**src/rtl/i2c_pkg.sv**
```systemverilog
// Shared I2C master definitions: command encodings, SDA engine state codes
// and the master FSM state codes that drive them.
package i2c_pkg;

    localparam logic [1:0] CMD_START = 2'b00;
    localparam logic [1:0] CMD_WRITE = 2'b01;
    localparam logic [1:0] CMD_READ  = 2'b10;
    localparam logic [1:0] CMD_STOP  = 2'b11;

    localparam logic [3:0] ST_IDLE      = 4'd0;
    localparam logic [3:0] ST_START_HI  = 4'd1;
    localparam logic [3:0] ST_START_LO  = 4'd2;
    localparam logic [3:0] ST_HOLD      = 4'd3;
    localparam logic [3:0] ST_WR_BIT    = 4'd4;
    localparam logic [3:0] ST_WR_ACK    = 4'd5;
    localparam logic [3:0] ST_RD_BIT    = 4'd6;
    localparam logic [3:0] ST_RD_ACK    = 4'd7;
    localparam logic [3:0] ST_STOP_LO   = 4'd8;
    localparam logic [3:0] ST_STOP_WAIT = 4'd9;

    // Master FSM state codes, kept here so both FSMs share one encoding file.
    localparam logic [2:0] M_IDLE  = 3'd0;
    localparam logic [2:0] M_START = 3'd1;
    localparam logic [2:0] M_ADDR  = 3'd2;
    localparam logic [2:0] M_WRITE = 3'd3;
    localparam logic [2:0] M_READ  = 3'd4;
    localparam logic [2:0] M_STOP  = 3'd5;
    localparam logic [2:0] M_ERROR = 3'd6;

endpackage

```
**src/rtl/scl_edge_detect.sv**
```systemverilog
// Registers the generated scl and produces one-clk rise/fall pulses.
module scl_edge_detect (
    input  logic clk,
    input  logic rst,
    input  logic scl,
    output logic scl_q,
    output logic rise,
    output logic fall
);

    // Idle bus level is high, so reset scl_q high to avoid a spurious edge.
    always_ff @(posedge clk) begin
        if (rst) begin
            scl_q <= 1'b1;
        end else begin
            // NOTE: registered state uses non-blocking assignments so every flop samples pre-edge values.
            scl_q <= scl;
        end
    end

    assign rise = scl & ~scl_q;
    assign fall = ~scl & scl_q;

endmodule

```
**src/rtl/sda_shift_engine.sv**
```systemverilog
// Byte-level SDA engine: executes START, WRITE+ACK, READ+ACK/NACK and STOP
// in lock-step with scl edges and reports completion to the master FSM.
module sda_shift_engine
    import i2c_pkg::*;
#(
    parameter int DATA_LEN  = 8,
    parameter int STOP_HOLD = 2
) (
    input  logic                clk,
    input  logic                rst,
    input  logic                scl,
    input  logic                sda_in,
    input  logic                cmd_valid,
    input  logic [1:0]          cmd,
    input  logic [DATA_LEN-1:0] tx_data,
    input  logic                ack_n_in,
    output logic                cmd_ready,
    output logic                sda_o,
    output logic                done,
    output logic                err,
    output logic                ack_n,
    output logic [DATA_LEN-1:0] rx_data,
    output logic                busy
);

    logic                scl_q;
    logic                rise;
    logic                fall;
    logic [3:0]          state;
    logic [3:0]          bit_cnt;
    logic [DATA_LEN-1:0] tx_sh;
    logic [DATA_LEN-1:0] rx_sh;
    logic                ack_n_q;
    logic                accept;

    scl_edge_detect u_edge (
        .clk   (clk),
        .rst   (rst),
        .scl   (scl),
        .scl_q (scl_q),
        .rise  (rise),
        .fall  (fall)
    );

    always_comb begin
        // NOTE: default first so every path assigns cmd_ready and no latch is inferred.
        cmd_ready = 1'b0;
        case (state)
            ST_IDLE: cmd_ready = 1'b1;
            ST_HOLD: cmd_ready = ~scl;
            default: cmd_ready = 1'b0;
        endcase
    end

    assign accept = cmd_valid & cmd_ready;
    assign busy   = (state != ST_IDLE);

    always_ff @(posedge clk) begin
        if (rst) begin
            state   <= ST_IDLE;
            sda_o   <= 1'b1;
            done    <= 1'b0;
            err     <= 1'b0;
            ack_n   <= 1'b1;
            rx_data <= '0;
            bit_cnt <= '0;
            tx_sh   <= '0;
            rx_sh   <= '0;
            ack_n_q <= 1'b1;
        end else begin
            done <= 1'b0;
            err  <= 1'b0;
            case (state)
                ST_IDLE: begin
                    sda_o <= 1'b1;
                    if (accept) begin
                        if (cmd == CMD_START) begin
                            state <= ST_START_HI;
                        end else begin
                            done <= 1'b1;
                            err  <= 1'b1;
                        end
                    end
                end
                ST_START_HI: begin
                    if (scl && scl_q) begin
                        sda_o <= 1'b0;
                        state <= ST_START_LO;
                    end
                end
                ST_START_LO: begin
                    if (fall) begin
                        done  <= 1'b1;
                        state <= ST_HOLD;
                    end
                end
                ST_HOLD: begin
                    if (accept) begin
                        case (cmd)
                            CMD_START: begin
                                sda_o <= 1'b1;
                                state <= ST_START_HI;
                            end
                            CMD_WRITE: begin
                                tx_sh   <= tx_data;
                                sda_o   <= tx_data[DATA_LEN-1];
                                bit_cnt <= 4'd1;
                                state   <= ST_WR_BIT;
                            end
                            CMD_READ: begin
                                sda_o   <= 1'b1;
                                ack_n_q <= ack_n_in;
                                bit_cnt <= '0;
                                state   <= ST_RD_BIT;
                            end
                            CMD_STOP: begin
                                sda_o <= 1'b0;
                                state <= ST_STOP_LO;
                            end
                        endcase
                    end
                end
                ST_WR_BIT: begin
                    // bit_cnt counts bits already placed on SDA.
                    if (fall) begin
                        if (bit_cnt == 4'(DATA_LEN)) begin
                            sda_o   <= 1'b1;
                            bit_cnt <= '0;
                            state   <= ST_WR_ACK;
                        end else begin
                            sda_o   <= tx_sh[DATA_LEN-2];
                            tx_sh   <= {tx_sh[DATA_LEN-2:0], 1'b0};
                            bit_cnt <= bit_cnt + 4'd1;
                        end
                    end
                end
                ST_WR_ACK: begin
                    if (rise) begin
                        ack_n <= sda_in;
                    end else if (fall) begin
                        sda_o <= 1'b0;
                        done  <= 1'b1;
                        state <= ST_HOLD;
                    end
                end
                ST_RD_BIT: begin
                    if (rise && bit_cnt != 4'(DATA_LEN)) begin
                        rx_sh   <= {rx_sh[DATA_LEN-2:0], sda_in};
                        bit_cnt <= bit_cnt + 4'd1;
                    end else if (fall && bit_cnt == 4'(DATA_LEN)) begin
                        sda_o   <= ack_n_q;
                        bit_cnt <= '0;
                        state   <= ST_RD_ACK;
                    end
                end
                ST_RD_ACK: begin
                    if (fall) begin
                        rx_data <= rx_sh;
                        sda_o   <= 1'b0;
                        done    <= 1'b1;
                        state   <= ST_HOLD;
                    end
                end
                ST_STOP_LO: begin
                    sda_o <= 1'b0;
                    if (rise) begin
                        bit_cnt <= '0;
                        state   <= ST_STOP_WAIT;
                    end
                end
                ST_STOP_WAIT: begin
                    // The bit counter doubles as the STOP setup timer.
                    if (bit_cnt == 4'(STOP_HOLD - 1)) begin
                        sda_o   <= 1'b1;
                        done    <= 1'b1;
                        bit_cnt <= '0;
                        state   <= ST_IDLE;
                    end else begin
                        bit_cnt <= bit_cnt + 4'd1;
                    end
                end
                default: begin
                    sda_o <= 1'b1;
                    state <= ST_IDLE;
                end
            endcase
        end
    end

endmodule

```
**config.mk**
```make
export PLATFORM = sky130hd
export DESIGN_NAME = sda_shift_engine
export DESIGN_NICKNAME = d
export VERILOG_FILES = /design/src/rtl/i2c_pkg.sv /design/src/rtl/scl_edge_detect.sv /design/src/rtl/sda_shift_engine.sv
export SDC_FILE = /design/constraint.sdc
export NUM_CORES = 1
export LEC_CHECK = 0
export ABC_AREA = 0
export CORE_ASPECT_RATIO = 1.5
export CORE_MARGIN = 3
export CORE_UTILIZATION = 49
export DETAILED_ROUTE_END_ITERATION = 10
export GPL_TIMING_DRIVEN = 0
export HOLD_SLACK_MARGIN = 0.08
export PLACE_DENSITY = 0.76
export SYNTH_ARGS = -nofsm -noshare
export SYNTH_HDL_FRONTEND = slang
export SYNTH_SLANG_ARGS = --single-unit
```
**constraint.sdc**
```tcl
create_clock -name clk -period 1.7 [get_ports clk]
set_clock_uncertainty 0.05 [all_clocks]
set_input_delay 0.34 -clock clk [delete_from_list [all_inputs] [get_ports clk]]
set_output_delay 0.34 -clock clk [all_outputs]
set_load 0.1 [all_outputs]
```
==> results.ini, run 1 <==
[synth]
synth_cells=227
ys_warn_count=0
synth_nets=251
ys_seq_area_share_pct=34.8
synth_edf_count=0
synth-seq-cells=37
ys.flop_type=dfxtp_1
async_flop_share_pct=0
synth_area_mm2=0.00213
synth_cell_types=55
syn_area_per_cell_um2=9.38

[die]
rows=28
fp.dieW_um=59.8
initial_core_util_pct=52.4
die-area_mm2=0.00519
core_mm2=0.00406
top_level_ports=30
die-height_um=86.7

[sta]
final.setup.worst_slack_ns=-0.181
hold_viol_final=0
fmax_mhz=532
period_share_pct=111
holdWs_ns=0.409
tightest_slew_ns=0.550
drv_slew=0
fin_crit_ns=1.88
rsz0062_at_grt=true
finalSetupViolations=19
slew_headroom_pct=63.5

[clocking]
clockBufferDepth=2
clock-root-buffer=clkbuf_8
cts_made_buffers=5
htreeDepth=2
clk_pin_slew_ns=0.08
clkSinkCount=37
cts_tree=yes
clock_latency_ns=0.30
holdBufCountCts=0

[run_status]
violations=setup timing
status=finished with violations

[route]
drt_iter0_drc=76
vias=2070
avgViaCountPerCell=6.20
ant_nets=0
wl_per_cell_um=19.3
wl_mm=6.45
drt-pass1-iter-count=4
drc=0

[global_routing]
antenna_found_initial=0
grt_pass1_vias=2100
grt_max_degree=14
grt_pass1_wl_mm=9.84
grt-ovfl-total=0
grt_usage_pct=24.8

[critical_path]
required_ns=1.84
r2r_cells=6
regToRegSetupSlack_ns=-0.18
crit_arrival_ns=2.03
crit_fanout=6
crit_type=reg2reg
reg2reg_from=state[1]$_SDFFE_PP0P_
start_kind=register
endpoint_kind=register
r2r_end=state[0]$_SDFFE_PP0P_

[min_path]
min_path_type=in2reg
min-delay-start=scl
holdPathEnd=u_edge.scl_q$_SDFF_PP1_
hold_depth=2

[placed_design]
dp_hpwl_mm=3.71
dp_slack_ns=-0.772
placed_area_mm2=0.00255
gp_congestion=0.909
port_buffers=28

[layout]
final_nets=312
layout-drive-gt1-share_pct=41.9
syn2layout_area_growth_pct=49.9
n_fill_cell=255
post-route-util_pct=78.5
antenna_cells=0
design_area_mm2=0.00319

[power]
power.density_mw_per_mm2=981
vdd_drop_max_mv=1.05
p_leak_nw=1.28

[job]
maxCapViolCount=0

-- power breakdown --
group,internal [W],switching (W)
Combinational,0.000541,0.000848
Sequential,0.000906,0.0000443
Clock,0.000440,0.000352
Total,0.00189,0.00124
-- area by class of cell --
type,count,area (um2),share of cell area [%]
Clock buffer,5,68.8,2.16
Sequential cell,37,754,23.6
Tap cell,45,56.3,1.76
Clock inverter,3,45.0,1.41
Timing Repair Buffer,54,548,17.2
Buffer,12,106,3.33
Inverter,10,45.0,1.41
Multi-Input combinational cell,168,1570,49.1
-- critical path, stage by stage (launching register included) --
cell       delay, ns
dfxtp_4         0.38
or4_4           0.60
o2bb2ai_4       0.18
a221oi_4        0.07
buf_4           0.17
a211o_1         0.27
o41ai_2         0.06
-- state kept, by name, indices dropped and copies added (netlist names), 4 cells and up --
register and cells:
tx_sh 7, rx_sh 8, rx_data 8, bit_cnt 4, state 4
-- worst max-delay path by stage --
stage | to | startpoint | depth (start not counted) | slack, ns
2_1_floorplan | cmd_ready | state[1]$_SDFFE_PP0P_ | 4 | -0.20
3_3_place_gp | cmd_ready | state[1]$_SDFFE_PP0P_ | 5 | -0.76
3_5_place_dp | cmd_ready | state[1]$_SDFFE_PP0P_ | 5 | -0.77
4_1_cts | busy | state[1]$_SDFFE_PP0P_ | 2 | -0.15
5_1_grt | bit_cnt[3]$_SDFFE_PP0P_ | state[3]$_SDFFE_PP0P_ | 6 | -0.23
6_report | state[0]$_SDFFE_PP0P_ | state[1]$_SDFFE_PP0P_ | 6 | -0.18
-- layer usage --
metal | GRT usage, % | share of wire [%] | vias to the layer above
met3 | 4.92 | 4.4 | 31
met4 | 16.5 | 5.8 | 0
met2 | 43.6 | 54 | 88
met1 | 25.3 | 36 | 998
li1 | - | - | 953
met5 | 0 | 0 | -
-- Yosys cell counts, drive strengths merged, types with 3 or more instances --
cell / count / area, um2
dfxtp: 37 / 741
nand3b: 3 / 26.3
ha: 8 / 100
nor3: 8 / 51.3
a211oi: 7 / 52.6
clkbuf: 3 / 11.3
nor3b: 4 / 40.0
a211o: 3 / 26.3
nand3: 5 / 25.0
nor2b: 8 / 50.1
or4: 3 / 22.5
buf: 9 / 60.1
nor2: 32 / 120
o31ai: 4 / 30.0
a22oi: 4 / 35.0
inv: 10 / 37.5
mux2i: 27 / 270
nand2b: 4 / 32.5
o21ai: 3 / 15.0
a21oi: 5 / 25.0
nand2: 9 / 36.3
o41ai: 3 / 41.3
-- what timing repair did --
item | CTS | global route
buffers inserted | 23 | 3
cloned | 0 | 0
pin swaps | 21 | 8
setup endpoints to repair | 46 | 26
hold endpoints to repair | 0 | 0
resized for setup | 100 | 22
-- placed cells by master (no fill, tap or decap), types with 5 or more instances in the layout --
cell type        instances
dfxtp_1                 32
ha_1                     5
mux2i_1                 27
clkdlybuf4s15_2         12
nor2b_1                  6
inv_1                    5
nor2_1                  26
buf_6                    9
clkdlybuf4s50_1         12
clkbuf_8                 5
nor3_1                   6
nand2_1                  6
buf_4                   20
-- kinds of logic (layout without fill, tap and decap cells) --
kind of cell,after synthesis,in the layout,share of synthesized area [%]
multiplexers,27,27,12.7
flip-flops,37,37,34.8
AO/OA/AOI/OAI,46,46,19.2
buffers and inverters,22,84,5.11
adder cells (fa/ha/maj),8,8,4.70
AND/OR/NAND/NOR,87,87,23.6
-- stage by stage --
step / setup TNS (ns) / power (W) / instances
3_3_place_gp: -18.99 / 0.00199 / 300
3_5_place_dp: -19.84 / 0.00199 / 300
2_1_floorplan: -1.02 / 0.00176 / 227
5_1_grt: -3.26 / 0.00321 / 334
6_report: -1.80 / 0.00313 / 334
4_1_cts: -1.03 / 0.00297 / 331
(Power assumes the default switching activity.)
==> run 2, diff against run 1 <==
Settings changed: PLACE_DENSITY 0.76 to 0.87, SLEW_MARGIN set to 20.
==> run 2 against run 1 <==
  * The flow still finishes with violations (setup timing)
  * Critical path type unchanged
  * Die area unchanged
  * Core utilization up 3.7 points
  * Combinational power up 6%
  * Final cell count up 4.5%
  * Wire length up 24%
==> results.ini, run 2 (synthesis results as in run 1) <==
[sta]
final.setup.worst_slack_ns=-0.234  ; -0.0523 ns
period_share_pct=114  ; +3.1 points
drv_slew=0  ; unchanged
finalSetupViolations=23  ; +4
tightest_slew_ns=0.567  ; +0.0161 ns
rsz0062_at_grt=true
slew_headroom_pct=62.4  ; -1.1 points
fmax_mhz=517  ; -2.7%
hold_viol_final=0  ; unchanged
fin_crit_ns=1.93  ; +0.0523 ns
holdWs_ns=0.411  ; +0.00223 ns

[layout]
design_area_mm2=0.00334  ; +4.7%
syn2layout_area_growth_pct=56.9
layout_commonest_cell=buf_4
n_fill_cell=207  ; -19%
layout-drive-gt1-share_pct=47.0  ; +5.2 points
top_regs=rx_data (8), rx_sh (8), tx_sh (7)
antenna_cells=0  ; unchanged
layout_common_cells=buf_4 (34), dfxtp_1 (31), mux2i_1 (27), nor2_1 (25)
final_nets=327  ; +4.8%

[global_routing]
use_met3_pct=4.92  ; unchanged
grt-ovfl-total=0  ; unchanged
grt_util_met1_pct=26.8  ; +1.5 points
busiest_layer=met2
grt_pass1_vias=2304  ; +9.7%
met2_usage_pct=47.9  ; +4.3 points
antenna_found_initial=0  ; unchanged
grt_max_degree=13  ; -1
grt_pass1_wl_mm=10.7  ; +8.8%
grt_usage_pct=27.2  ; +2.4 points

[die]
top_level_ports=30  ; unchanged
core_mm2=0.00406  ; unchanged
fp.dieW_um=59.8  ; unchanged
die-area_mm2=0.00519  ; unchanged
initial_core_util_pct=52.4  ; unchanged
die-height_um=86.7  ; unchanged
rows=28  ; unchanged

[critical_path]
r2r_cells=6  ; unchanged
reg2reg_from=u_edge.scl_q$_SDFF_PP1_
start_kind=register
cp-startpoint=u_edge.scl_q$_SDFF_PP1_
slowest_stage=dfxtp_1
endpoint_kind=register
path_cells=nand2b_2, a22o_1, a221oi_4, buf_4, a211o_1, o41ai_4
crit_arrival_ns=2.06  ; +0.03 ns
crit_type=reg2reg
critPathMaxStageDelay_ns=0.40  ; -0.20 ns
r2r_end=state[0]$_SDFFE_PP0P_
crit_fanout=5  ; -1
required_ns=1.82  ; -0.02 ns
regToRegSetupSlack_ns=-0.23  ; -0.05 ns

[power]
power.density_mw_per_mm2=945  ; -3.7%
p_leak_nw=1.34  ; +4.6%
vdd_drop_max_mv=1.20  ; +14%

[clocking]
htreeDepth=2  ; unchanged
clkSinkCount=37  ; unchanged
clk_pin_slew_ns=0.08  ; about the same
clockBufferDepth=2  ; unchanged
cts_made_buffers=5  ; unchanged
holdBufCountCts=0  ; unchanged
clock_latency_ns=0.30  ; about the same
clock-root-buffer=clkbuf_8
cts_tree=yes

[route]
vias=2285  ; +10%
drt_iter0_drc=252  ; +230%
drt-pass1-iter-count=5  ; +1
drc=0  ; unchanged
avgViaCountPerCell=6.55  ; +5.6%
ant_nets=0  ; unchanged
wl_per_cell_um=22.9  ; +19%
wl_mm=7.99  ; +24%

[placed_design]
dp_hpwl_mm=3.76  ; +1.4%
gp_congestion=0.920  ; +1.1%
port_buffers=28  ; unchanged
placed_area_mm2=0.00255  ; unchanged

[min_path]
min-delay-start=scl
hold_depth=2  ; unchanged
min_path_type=in2reg
holdPathEnd=u_edge.scl_q$_SDFF_PP1_

[job]
maxCapViolCount=0  ; unchanged

[run_status]
violations=setup timing
status=finished with violations

[run 2: repair_timing]
action / 4_1_cts / 5_1_grt
endpoints found under the setup margin: 46 / 28
hold endpoints to repair: 0 / 0
resized for setup: 104 / 37
gates cloned: 0 / 1
setup buffers: 28 / 13
pin swaps: 18 / 17
[run 2: critical path: cells and delay by family (launching register included)]
| kind | cells | cell delay (ns) |
|---|---|---|
| AND/OR/NAND/NOR | 1 | 0.29 |
| flip-flops | 1 | 0.40 |
| AO/OA/AOI/OAI | 4 | 0.87 |
| buffers and inverters | 1 | 0.19 |
[run 2: final cells by class]
class | instances | area [um2] | share of cell area [%]
plain buffers | 12 | 116 | 3.48
clock buffers | 7 | 96.3 | 2.88
clock inverters | 1 | 8.76 | 0.262
inverters | 10 | 45.0 | 1.35
multi-input cells | 168 | 1610 | 48.1
flip-flops and latches | 37 | 758 | 22.7
well taps | 45 | 56.3 | 1.68
repair buffers | 69 | 652 | 19.5
[run 2: per-stage QoR]
| stage | std cells | utilization [%] | setup WS (ns) | total power (W) | setup TNS [ns] |
|---|---|---|---|---|---|
| floorplan | 227 | - | -0.203 | 0.00176 | -1.02 |
| global placement | 300 | 62.9 | -0.753 | 0.00198 | -18.06 |
| detailed placement | 300 | 62.9 | -0.767 | 0.00200 | -19.48 |
| CTS | 336 | 76.0 | -0.151 | 0.00295 | -1.53 |
| global route | 349 | 82.2 | -0.265 | 0.00325 | -4.40 |
| finish | 349 | 82.2 | -0.234 | 0.00316 | -3.23 |
[run 2: worst max-delay path by stage]
stage / cells past startpoint / slack (ns) / to
2_1_floorplan: 4 / -0.20 / cmd_ready
3_3_place_gp: 5 / -0.75 / cmd_ready
3_5_place_dp: 6 / -0.77 / cmd_ready
4_1_cts: 5 / -0.15 / cmd_ready
5_1_grt: 6 / -0.26 / state[0]$_SDFFE_PP0P_
6_report: 6 / -0.23 / state[0]$_SDFFE_PP0P_
[run 2: per-layer routing]
metal  share of wire, %  up-vias
met5                  0        -
met4                9.4        0
met3                4.5       67
met2                 51      124
met1                 35     1105
li1                   -      989
[run 2: report_power, final]
group          total, W  switching (W)  internal [W]
clock network  0.000718       0.000344      0.000375
logic           0.00148       0.000903      0.000574
registers      0.000965      0.0000551      0.000910
